`config.mk`:
```
export PLATFORM = sky130hd
export DESIGN_NAME = fetch_queue_stage
export DESIGN_NICKNAME = d
export VERILOG_FILES = /design/src/rtl/fetch_pkg.sv /design/src/rtl/fetch_queue.sv /design/src/rtl/fetch_queue_stage.sv
export SDC_FILE = /design/constraint.sdc
export NUM_CORES = 1
export LEC_CHECK = 0
export ABC_AREA = 0
export CORE_MARGIN = 2
export CORE_UTILIZATION = 40
export CTS_CLUSTER_SIZE = 25
export DETAILED_ROUTE_END_ITERATION = 12
export DONT_BUFFER_PORTS = 1
export GPL_ROUTABILITY_DRIVEN = 0
export PLACE_DENSITY = 0.58
export RECOVER_POWER = 25
export REMOVE_ABC_BUFFERS = 1
export SYNTH_ARGS = -nofsm -noshare
export SYNTH_HDL_FRONTEND = slang
export SYNTH_SLANG_ARGS = --single-unit
```
`constraint.sdc`:
```
create_clock -name clk -period 15 [get_ports clk]
set_input_delay 3.75 -clock clk [delete_from_list [all_inputs] [get_ports clk]]
set_output_delay 3.75 -clock clk [all_outputs]
set_load 0.02 [all_outputs]
```
`src/rtl/fetch_pkg.sv`:
```
// Shared constants, entry type and width helpers for the instruction-fetch stage.
package fetch_pkg;

  localparam logic [31:0] NOP_INSTR  = 32'h0000_0013;
  localparam int          FQ_ADDR_W  = 32;
  localparam int          FQ_INSTR_W = 32;

  typedef struct packed {
    logic [FQ_ADDR_W-1:0]  pc;
    logic [FQ_INSTR_W-1:0] instr;
    logic                  filled;
  } fq_entry_t;

  // Queue pointers carry one extra wrap bit so full and empty differ.
  function automatic int fq_ptr_w(input int depth);
    return $clog2(depth) + 1;
  endfunction

  function automatic int fq_cnt_w(input int depth);
    return $clog2(depth + 1);
  endfunction

endpackage

```
`src/rtl/fetch_queue.sv`:
```
// In-order fetch queue: entries are allocated at issue, filled by responses
// in request order and popped by Decode; clear empties everything at once.
module fetch_queue
  import fetch_pkg::*;
#(
  parameter int ADDR_WIDTH  = 32,
  parameter int INSTR_WIDTH = 32,
  parameter int FQ_DEPTH    = 4,
  localparam int PW         = fq_ptr_w(FQ_DEPTH)
) (
  input  logic                   clk,
  input  logic                   rst_n,
  input  logic                   alloc_en,
  input  logic [ADDR_WIDTH-1:0]  alloc_pc,
  input  logic                   fill_en,
  input  logic [INSTR_WIDTH-1:0] fill_data,
  input  logic                   pop_en,
  input  logic                   clear,
  output logic [ADDR_WIDTH-1:0]  head_pc,
  output logic [INSTR_WIDTH-1:0] head_instr,
  output logic                   head_filled,
  output logic [PW-1:0]          alloc_cnt,
  output logic [PW-1:0]          unfilled_cnt
);

  localparam int IW = PW - 1;

  logic [PW-1:0]          head_q, head_d, fill_q, fill_d, tail_q, tail_d;
  logic [IW-1:0]          head_idx, fill_idx, tail_idx;
  logic [FQ_DEPTH-1:0]    filled_vec;
  logic [ADDR_WIDTH-1:0]  pc_mem    [FQ_DEPTH];
  logic [INSTR_WIDTH-1:0] instr_mem [FQ_DEPTH];

  assign head_idx = head_q[IW-1:0];
  assign fill_idx = fill_q[IW-1:0];
  assign tail_idx = tail_q[IW-1:0];

  always_comb begin
    head_d = head_q;
    fill_d = fill_q;
    tail_d = tail_q;
    if (clear) begin
      head_d = '0;
      fill_d = '0;
      tail_d = '0;
    end else begin
      if (alloc_en) tail_d = tail_q + PW'(1);
      if (fill_en)  fill_d = fill_q + PW'(1);
      if (pop_en)   head_d = head_q + PW'(1);
    end
  end

  always_ff @(posedge clk or negedge rst_n) begin
    if (!rst_n) begin
      head_q <= '0;
      fill_q <= '0;
      tail_q <= '0;
    end else begin
      head_q <= head_d;
      fill_q <= fill_d;
      tail_q <= tail_d;
    end
  end

  // Pop, fill and alloc never target the same slot in one cycle, so the
  // priority below only matters for clear.
  for (genvar gi = 0; gi < FQ_DEPTH; gi++) begin : g_entry
    logic filled_q, filled_d;

    always_comb begin
      filled_d = filled_q;
      if (clear)                                  filled_d = 1'b0;
      else if (pop_en   && head_idx == IW'(gi))   filled_d = 1'b0;
      else if (fill_en  && fill_idx == IW'(gi))   filled_d = 1'b1;
      else if (alloc_en && tail_idx == IW'(gi))   filled_d = 1'b0;
    end

    always_ff @(posedge clk or negedge rst_n) begin
      if (!rst_n) filled_q <= 1'b0;
      else        filled_q <= filled_d;
    end

    assign filled_vec[gi] = filled_q;
  end

  always_ff @(posedge clk) begin
    if (alloc_en && !clear) pc_mem[tail_idx]    <= alloc_pc;
    if (fill_en && !clear)  instr_mem[fill_idx] <= fill_data;
  end

  assign head_pc      = pc_mem[head_idx];
  assign head_instr   = instr_mem[head_idx];
  assign head_filled  = filled_vec[head_idx];
  assign alloc_cnt    = tail_q - head_q;
  assign unfilled_cnt = tail_q - fill_q;

endmodule

```
`src/rtl/fetch_queue_stage.sv`:
```
// Fetch stage: issues sequential PCs to instruction memory, tracks responses
// owed by flushed requests, and hands queued instructions to Decode.
module fetch_queue_stage
  import fetch_pkg::*;
#(
  parameter int                    ADDR_WIDTH  = 32,
  parameter int                    INSTR_WIDTH = 32,
  parameter int                    FQ_DEPTH    = 4,
  parameter logic [ADDR_WIDTH-1:0] RESET_PC    = '0
) (
  input  logic                   clk,
  input  logic                   rst_n,
  input  logic                   PCSrc_E,
  input  logic [ADDR_WIDTH-1:0]  PCTarget_E,
  output logic                   imem_req_valid,
  output logic [ADDR_WIDTH-1:0]  imem_req_addr,
  input  logic                   imem_req_ready,
  input  logic                   imem_rsp_valid,
  input  logic [INSTR_WIDTH-1:0] imem_rsp_data,
  input  logic                   D_ready,
  output logic                   D_valid,
  output logic [INSTR_WIDTH-1:0] Ins_D,
  output logic [ADDR_WIDTH-1:0]  PC_D,
  output logic [ADDR_WIDTH-1:0]  PC_4D
);

  localparam int PW = fq_ptr_w(FQ_DEPTH);
  localparam int DW = fq_cnt_w(FQ_DEPTH);
  localparam int SW = ((PW > DW) ? PW : DW) + 1;

  logic [ADDR_WIDTH-1:0]  fetch_pc_q, fetch_pc_d;
  logic [DW-1:0]          drop_cnt_q, drop_cnt_d;
  logic [PW-1:0]          alloc_cnt, unfilled_cnt;
  logic [ADDR_WIDTH-1:0]  head_pc;
  logic [INSTR_WIDTH-1:0] head_instr;
  logic                   head_filled;
  logic                   req_fire, fill_en, pop_en, owed_none;

  fetch_queue #(
    .ADDR_WIDTH  (ADDR_WIDTH),
    .INSTR_WIDTH (INSTR_WIDTH),
    .FQ_DEPTH    (FQ_DEPTH)
  ) u_queue (
    .clk          (clk),
    .rst_n        (rst_n),
    .alloc_en     (req_fire),
    .alloc_pc     (fetch_pc_q),
    .fill_en      (fill_en),
    .fill_data    (imem_rsp_data),
    .pop_en       (pop_en),
    .clear        (PCSrc_E),
    .head_pc      (head_pc),
    .head_instr   (head_instr),
    .head_filled  (head_filled),
    .alloc_cnt    (alloc_cnt),
    .unfilled_cnt (unfilled_cnt)
  );

  assign imem_req_addr = fetch_pc_q;

  always_comb begin
    // Slots still owed a response (live or dropped) bound new issues.
    imem_req_valid = rst_n && !PCSrc_E &&
                     ((SW'(alloc_cnt) + SW'(drop_cnt_q)) < SW'(FQ_DEPTH));
    req_fire  = imem_req_valid && imem_req_ready;
    owed_none = (drop_cnt_q == '0) && (unfilled_cnt == '0);
    fill_en   = imem_rsp_valid && !PCSrc_E && (drop_cnt_q == '0) && (unfilled_cnt != '0);
    D_valid   = head_filled && (alloc_cnt != '0) && !PCSrc_E;
    pop_en    = D_valid && D_ready;
    Ins_D     = D_valid ? head_instr : INSTR_WIDTH'(NOP_INSTR);
    PC_D      = D_valid ? head_pc : '0;
    PC_4D     = D_valid ? head_pc + ADDR_WIDTH'(4) : '0;

    fetch_pc_d = fetch_pc_q;
    drop_cnt_d = drop_cnt_q;
    if (PCSrc_E) begin
      fetch_pc_d = PCTarget_E;
      // A response arriving in the flush cycle is one fewer still owed.
      if (imem_rsp_valid && !owed_none)
        drop_cnt_d = drop_cnt_q + DW'(unfilled_cnt) - DW'(1);
      else
        drop_cnt_d = drop_cnt_q + DW'(unfilled_cnt);
    end else begin
      if (req_fire) fetch_pc_d = fetch_pc_q + ADDR_WIDTH'(4);
      if (imem_rsp_valid && (drop_cnt_q != '0)) drop_cnt_d = drop_cnt_q - DW'(1);
    end
  end

  always_ff @(posedge clk or negedge rst_n) begin
    if (!rst_n) begin
      fetch_pc_q <= RESET_PC;
      drop_cnt_q <= '0;
    end else begin
      fetch_pc_q <= fetch_pc_d;
      drop_cnt_q <= drop_cnt_d;
    end
  end

  a_no_orphan_rsp: assert property (@(posedge clk) disable iff (!rst_n)
    !(imem_rsp_valid && owed_none));

endmodule
```
==> results by stage <==
Route:
- The number of vias in the routed layout is 7551.
- The initial detailed-routing violation count is 488.
- The highest layer touched by signal routing is met5.
- The number of routed nets with antenna violations is 0.
- The routed design has ~32000 um of wire.
- The vias per cell is 5.58.
- The sum of routed wire segments on met1 is 13300 um.
- The average routed wire per standard cell is 23.4 um.
- The number of iterations in the first detailed-routing pass is 5.
- Detailed routing placed a total of between 15000 and 20000 um of wire on met2.
- The DRC violation count after routing is 0.
- Wire segments on met3 add up to approximately 2100 um in the final route.

Layout:
- The signed area change from the synthesized netlist to the final layout is 10.8%.
- Fill cells in the final layout number between 2000 and 3000.
- The multi-input combinational cells in the finished layout cover a total of 0.00445 mm^2.
- The sequential cell area is just under 0.009 mm^2.
- With fillers left out, the area of the finished cells amounts to 0.0152 mm^2.
- The utilization of the core after routing is approximately 45%.
- The net total in the final layout is approximately 970.
- Of the cells placed in the final design, the portion with a size suffix greater than 1 is about 16%.

CTS:
- The clock network latency to the later pin of the worst-skew pair is slightly above 0.5 ns.
- The post-CTS setup buffer count is 0.
- TritonCTS built the clock tree.
- The clock tree root buffer cell is sky130_fd_sc_hd__clkbuf_16.
- The maximum clock insertion buffer count is 3.
- Hold repair after CTS inserted 0 buffers.
- The maximum level of the CTS H-tree is 2.
- Counting every sink on the clock net gives just over 300.
- After clock tree synthesis, the clock-pin slew on the worst setup and hold paths is ~0.06 ns.
- The number of CTS-inserted buffers is 34.
- The count of instances resized after the clock tree is built is 0.

Setup path:
- Data on the critical path is required at its endpoint by about 11 ns.
- The startpoint of the worst register-to-register path is u_queue.head_q[0]$_DFFE_PN0P_.
- The worst setup path is of the in -> out kind.
- The element type at the critical path end is a primary output.
- At the worst endpoint, the arrival time is approximately 6 ns.
- The critical path starts at PCSrc_E.
- STA classifies the critical path startpoint as an input pin.
- Of all nets on the critical path, the largest fanout is 70.
- The capture point of the worst reg-to-reg path is u_queue.pc_mem[3][3]$_DFFE_PP_.
- Measured in cells, the most critical reg-to-reg path has a length of 12.
- The setup check on the worst reg-to-reg path leaves a slack of approximately 10 ns.

Yosys:
- After synthesis the netlist holds a flip-flop and latch count of about 300.
- Counting every instance in the synthesized netlist gives ~880.
- The share of synthesized area occupied by flip-flops and latches is 64.8%.
- Of all flip-flops after synthesis, the portion carrying an async set or reset was between 15 and 20%.
- The number of distinct library cell variants in the gate-level netlist after synthesis is 63.
- Dividing the synthesized area by the synthesized cell count gives around 16 um^2.
- Of the post-synthesis cell area, the dominant cell type holds a little under three fifths.
- The commonest cells after synthesis are sky130_fd_sc_hd__edfxtp_1 (256), sky130_fd_sc_hd__and2_1 (62), sky130_fd_sc_hd__nand2_1 (55), sky130_fd_sc_hd__dfrtp_1 (48), sky130_fd_sc_hd__mux4_2 (44).
- The number of enable flip-flop cells after synthesis is approximately 260.
- The biggest area consumer among synthesized cells is sky130_fd_sc_hd__edfxtp_1.
- For this run, the number of Yosys warnings is 0.
- The total standard cell area after synthesis is about 0.014 mm^2.
- By area the synthesized netlist is led by sky130_fd_sc_hd__edfxtp_1 (56%), sky130_fd_sc_hd__dfrtp_1 (8.8%), sky130_fd_sc_hd__mux4_2 (7.2%).
- The most frequently used cell type in the post-synthesis netlist is sky130_fd_sc_hd__edfxtp_1.
- In the synthesized netlist the dominant register cell turns out to be sky130_fd_sc_hd__edfxtp_1.

Floorplanning:
- The floorplan step set the die width to between 150 and 200 um.
- The number of top-level design ports is 200.
- The floorplan step set the die height to 189 um.
- Once the floorplan was initialized, standard cells occupied approximately two fifths of the core.
- The area of the core is ~0.034 mm^2.
- The number of cell rows is 67.
- The die covers ~0.036 mm^2.

Min path:
- The startpoint identified for the worst hold timing path is drop_cnt_q[2]$_DFFE_PN0P_.
- For hold timing, the worst endpoint is drop_cnt_q[2]$_DFFE_PN0P_.
- The worst hold path belongs to the class reg -> reg.
- The hold path depth is 1.

Timing:
- The clock arrives with between 0.01 and 0.015 ns of skew.
- The ratio of final minimum period to clock period is between 60% and 70%.
- Setup repair after global routing left no endpoint under its margin.
- Headroom to the max-slew limit came out at about 28%.
- The maximum clock frequency is between 100 and 150 MHz.
- For the final routed database, the setup TNS stands at 0 ns.
- The max-slew violation count was 0.
- The transition time of the tightest slew-check pin is between 1 and 1.5 ns.
- The routed design could run at a clock period as short as roughly 10 ns.
- After layout, the worst setup slack is 5.22 ns.
- The count of endpoints failing hold in the final timing report was 0.
- The count of final setup violators is 0.

Power:
- In this run the static leakage power is about 5.1 nW.
- The power density over the cells is between 100 and 150 mW/mm^2.
- The worst-case IR drop observed on VDD is approximately 0.000057 V.

Global routing:
- The wire length of the first global-routing pass is between 40000 and 50000 um.
- Entering global routing, the biggest net connects ~70 pins.
- The global router's overall resource usage is between 10% and 20%.
- The initial antenna violation count is 2.
- The number of global-route vias before repair was 7740.
- The total overflow left after global routing is 0.

Placed design:
- The setup slack after placement is 5.11 ns.
- The placed cell area is 0.0141 mm^2.
- Buffers placed on the I/O ports in this run total 0.
- The half-perimeter wire length of the detailed placement result is approximately 20000 um.

Status:
- The run finished with clean final reports.

Flow run:
- The max-cap check violation count is 0.
==> routing by layer <==
metal  up-vias  global-route usage, %
met4         2                   4.36
met5         -                      0
met2       209                   29.4
li1       3423                      -
met1      3882                   23.7
met3        35                   4.30
==> state kept, by name, summed over array words and instances (netlist names) <==
| signal | cells |
|---|---|
| u_queue.fill_q | 3 |
| u_queue.g_entry.filled_q | 4 |
| u_queue.instr_mem | 128 |
| imem_req_addr | 32 |
| u_queue.tail_q | 3 |
| u_queue.head_q | 3 |
| drop_cnt_q | 3 |
| u_queue.pc_mem | 128 |
==> final cells by class <==
type	count	area share, %
inverters	32	0.790
clock inverters	17	1.21
repair buffers	11	0.543
clock buffers	45	6.00
well taps	448	3.69
flip-flops and latches	304	58.5
diodes	1	0.0165
multi-input cells	495	29.3
==> report_power, final <==
part,switching (W),internal [W],total [W],leakage (nW)
registers,0.0000539,0.000951,0.00100,2.91
logic,0.0000607,0.0000454,0.000106,1.65
clock network,0.000327,0.000484,0.000811,0.531
total,0.000441,0.00148,0.00192,5.09
==> logic make-up after synthesis <==
kind of cell	synth area share, %
xor+xnor	1.76
fa+ha+maj	2.44
flops	64.8
mux	12.7
compound gates	4.56
simple gates	10.8
buf+inv	3.01
==> worst max-delay path, cell delays in order <==
cell                       delay (ns)
sky130_fd_sc_hd__inv_1           0.30
sky130_fd_sc_hd__o311ai_4        0.15
sky130_fd_sc_hd__buf_4           0.28
sky130_fd_sc_hd__inv_2           0.83
sky130_fd_sc_hd__and2_1          0.39
sky130_fd_sc_hd__mux2_1          0.29
==> worst max-delay path by stage <==
stage / slack (ns) / endpoint
floorplan: 5.13 / PC_4D[30]
global placement: 5.25 / PC_4D[30]
detailed placement: 5.11 / PC_4D[30]
CTS: 5.09 / PC_4D[30]
global route: 4.95 / PC_4D[21]
finish: 5.22 / PC_4D[30]
==> placed cells by master, fill, tap and decap left out, types with 5 or more instances in the layout <==
master and count:
sky130_fd_sc_hd__ha_1 22, sky130_fd_sc_hd__clkbuf_16 34, sky130_fd_sc_hd__mux4_2 44, sky130_fd_sc_hd__inv_1 31
sky130_fd_sc_hd__nand3_1 29, sky130_fd_sc_hd__and2_1 58, sky130_fd_sc_hd__o311ai_0 8, sky130_fd_sc_hd__nand2_1 55
sky130_fd_sc_hd__buf_4 11, sky130_fd_sc_hd__edfxtp_1 256, sky130_fd_sc_hd__clkbuf_1 9, sky130_fd_sc_hd__a21oi_1 22
sky130_fd_sc_hd__mux4_1 21, sky130_fd_sc_hd__o21ai_0 30, sky130_fd_sc_hd__nor2_1 38, sky130_fd_sc_hd__or3_1 7
sky130_fd_sc_hd__nor3_1 10, sky130_fd_sc_hd__mux2_2 13, sky130_fd_sc_hd__and3_1 9, sky130_fd_sc_hd__a31oi_1 9
sky130_fd_sc_hd__nor4_1 5, sky130_fd_sc_hd__clkinv_2 5, sky130_fd_sc_hd__dfrtp_1 46, sky130_fd_sc_hd__and4_1 6
sky130_fd_sc_hd__xnor2_1 14, sky130_fd_sc_hd__xor2_1 11, sky130_fd_sc_hd__and2_2 6, sky130_fd_sc_hd__nand2b_1 6
sky130_fd_sc_hd__o211ai_1 7, sky130_fd_sc_hd__nand4_1 11
==> per-stage QoR <==
stage / std cells / power [W] / hold slack (ns)
6_report: 1353 / 0.00192 / 0.553
5_1_grt: 1353 / 0.00200 / 0.574
4_1_cts: 1352 / 0.00194 / 0.554
3_5_place_dp: 1290 / 0.00113 / 0.542
3_3_place_gp: 1290 / 0.00113 / 0.545
2_1_floorplan: 831 / 0.00109 / 0.486
(Power assumes the default switching activity.)
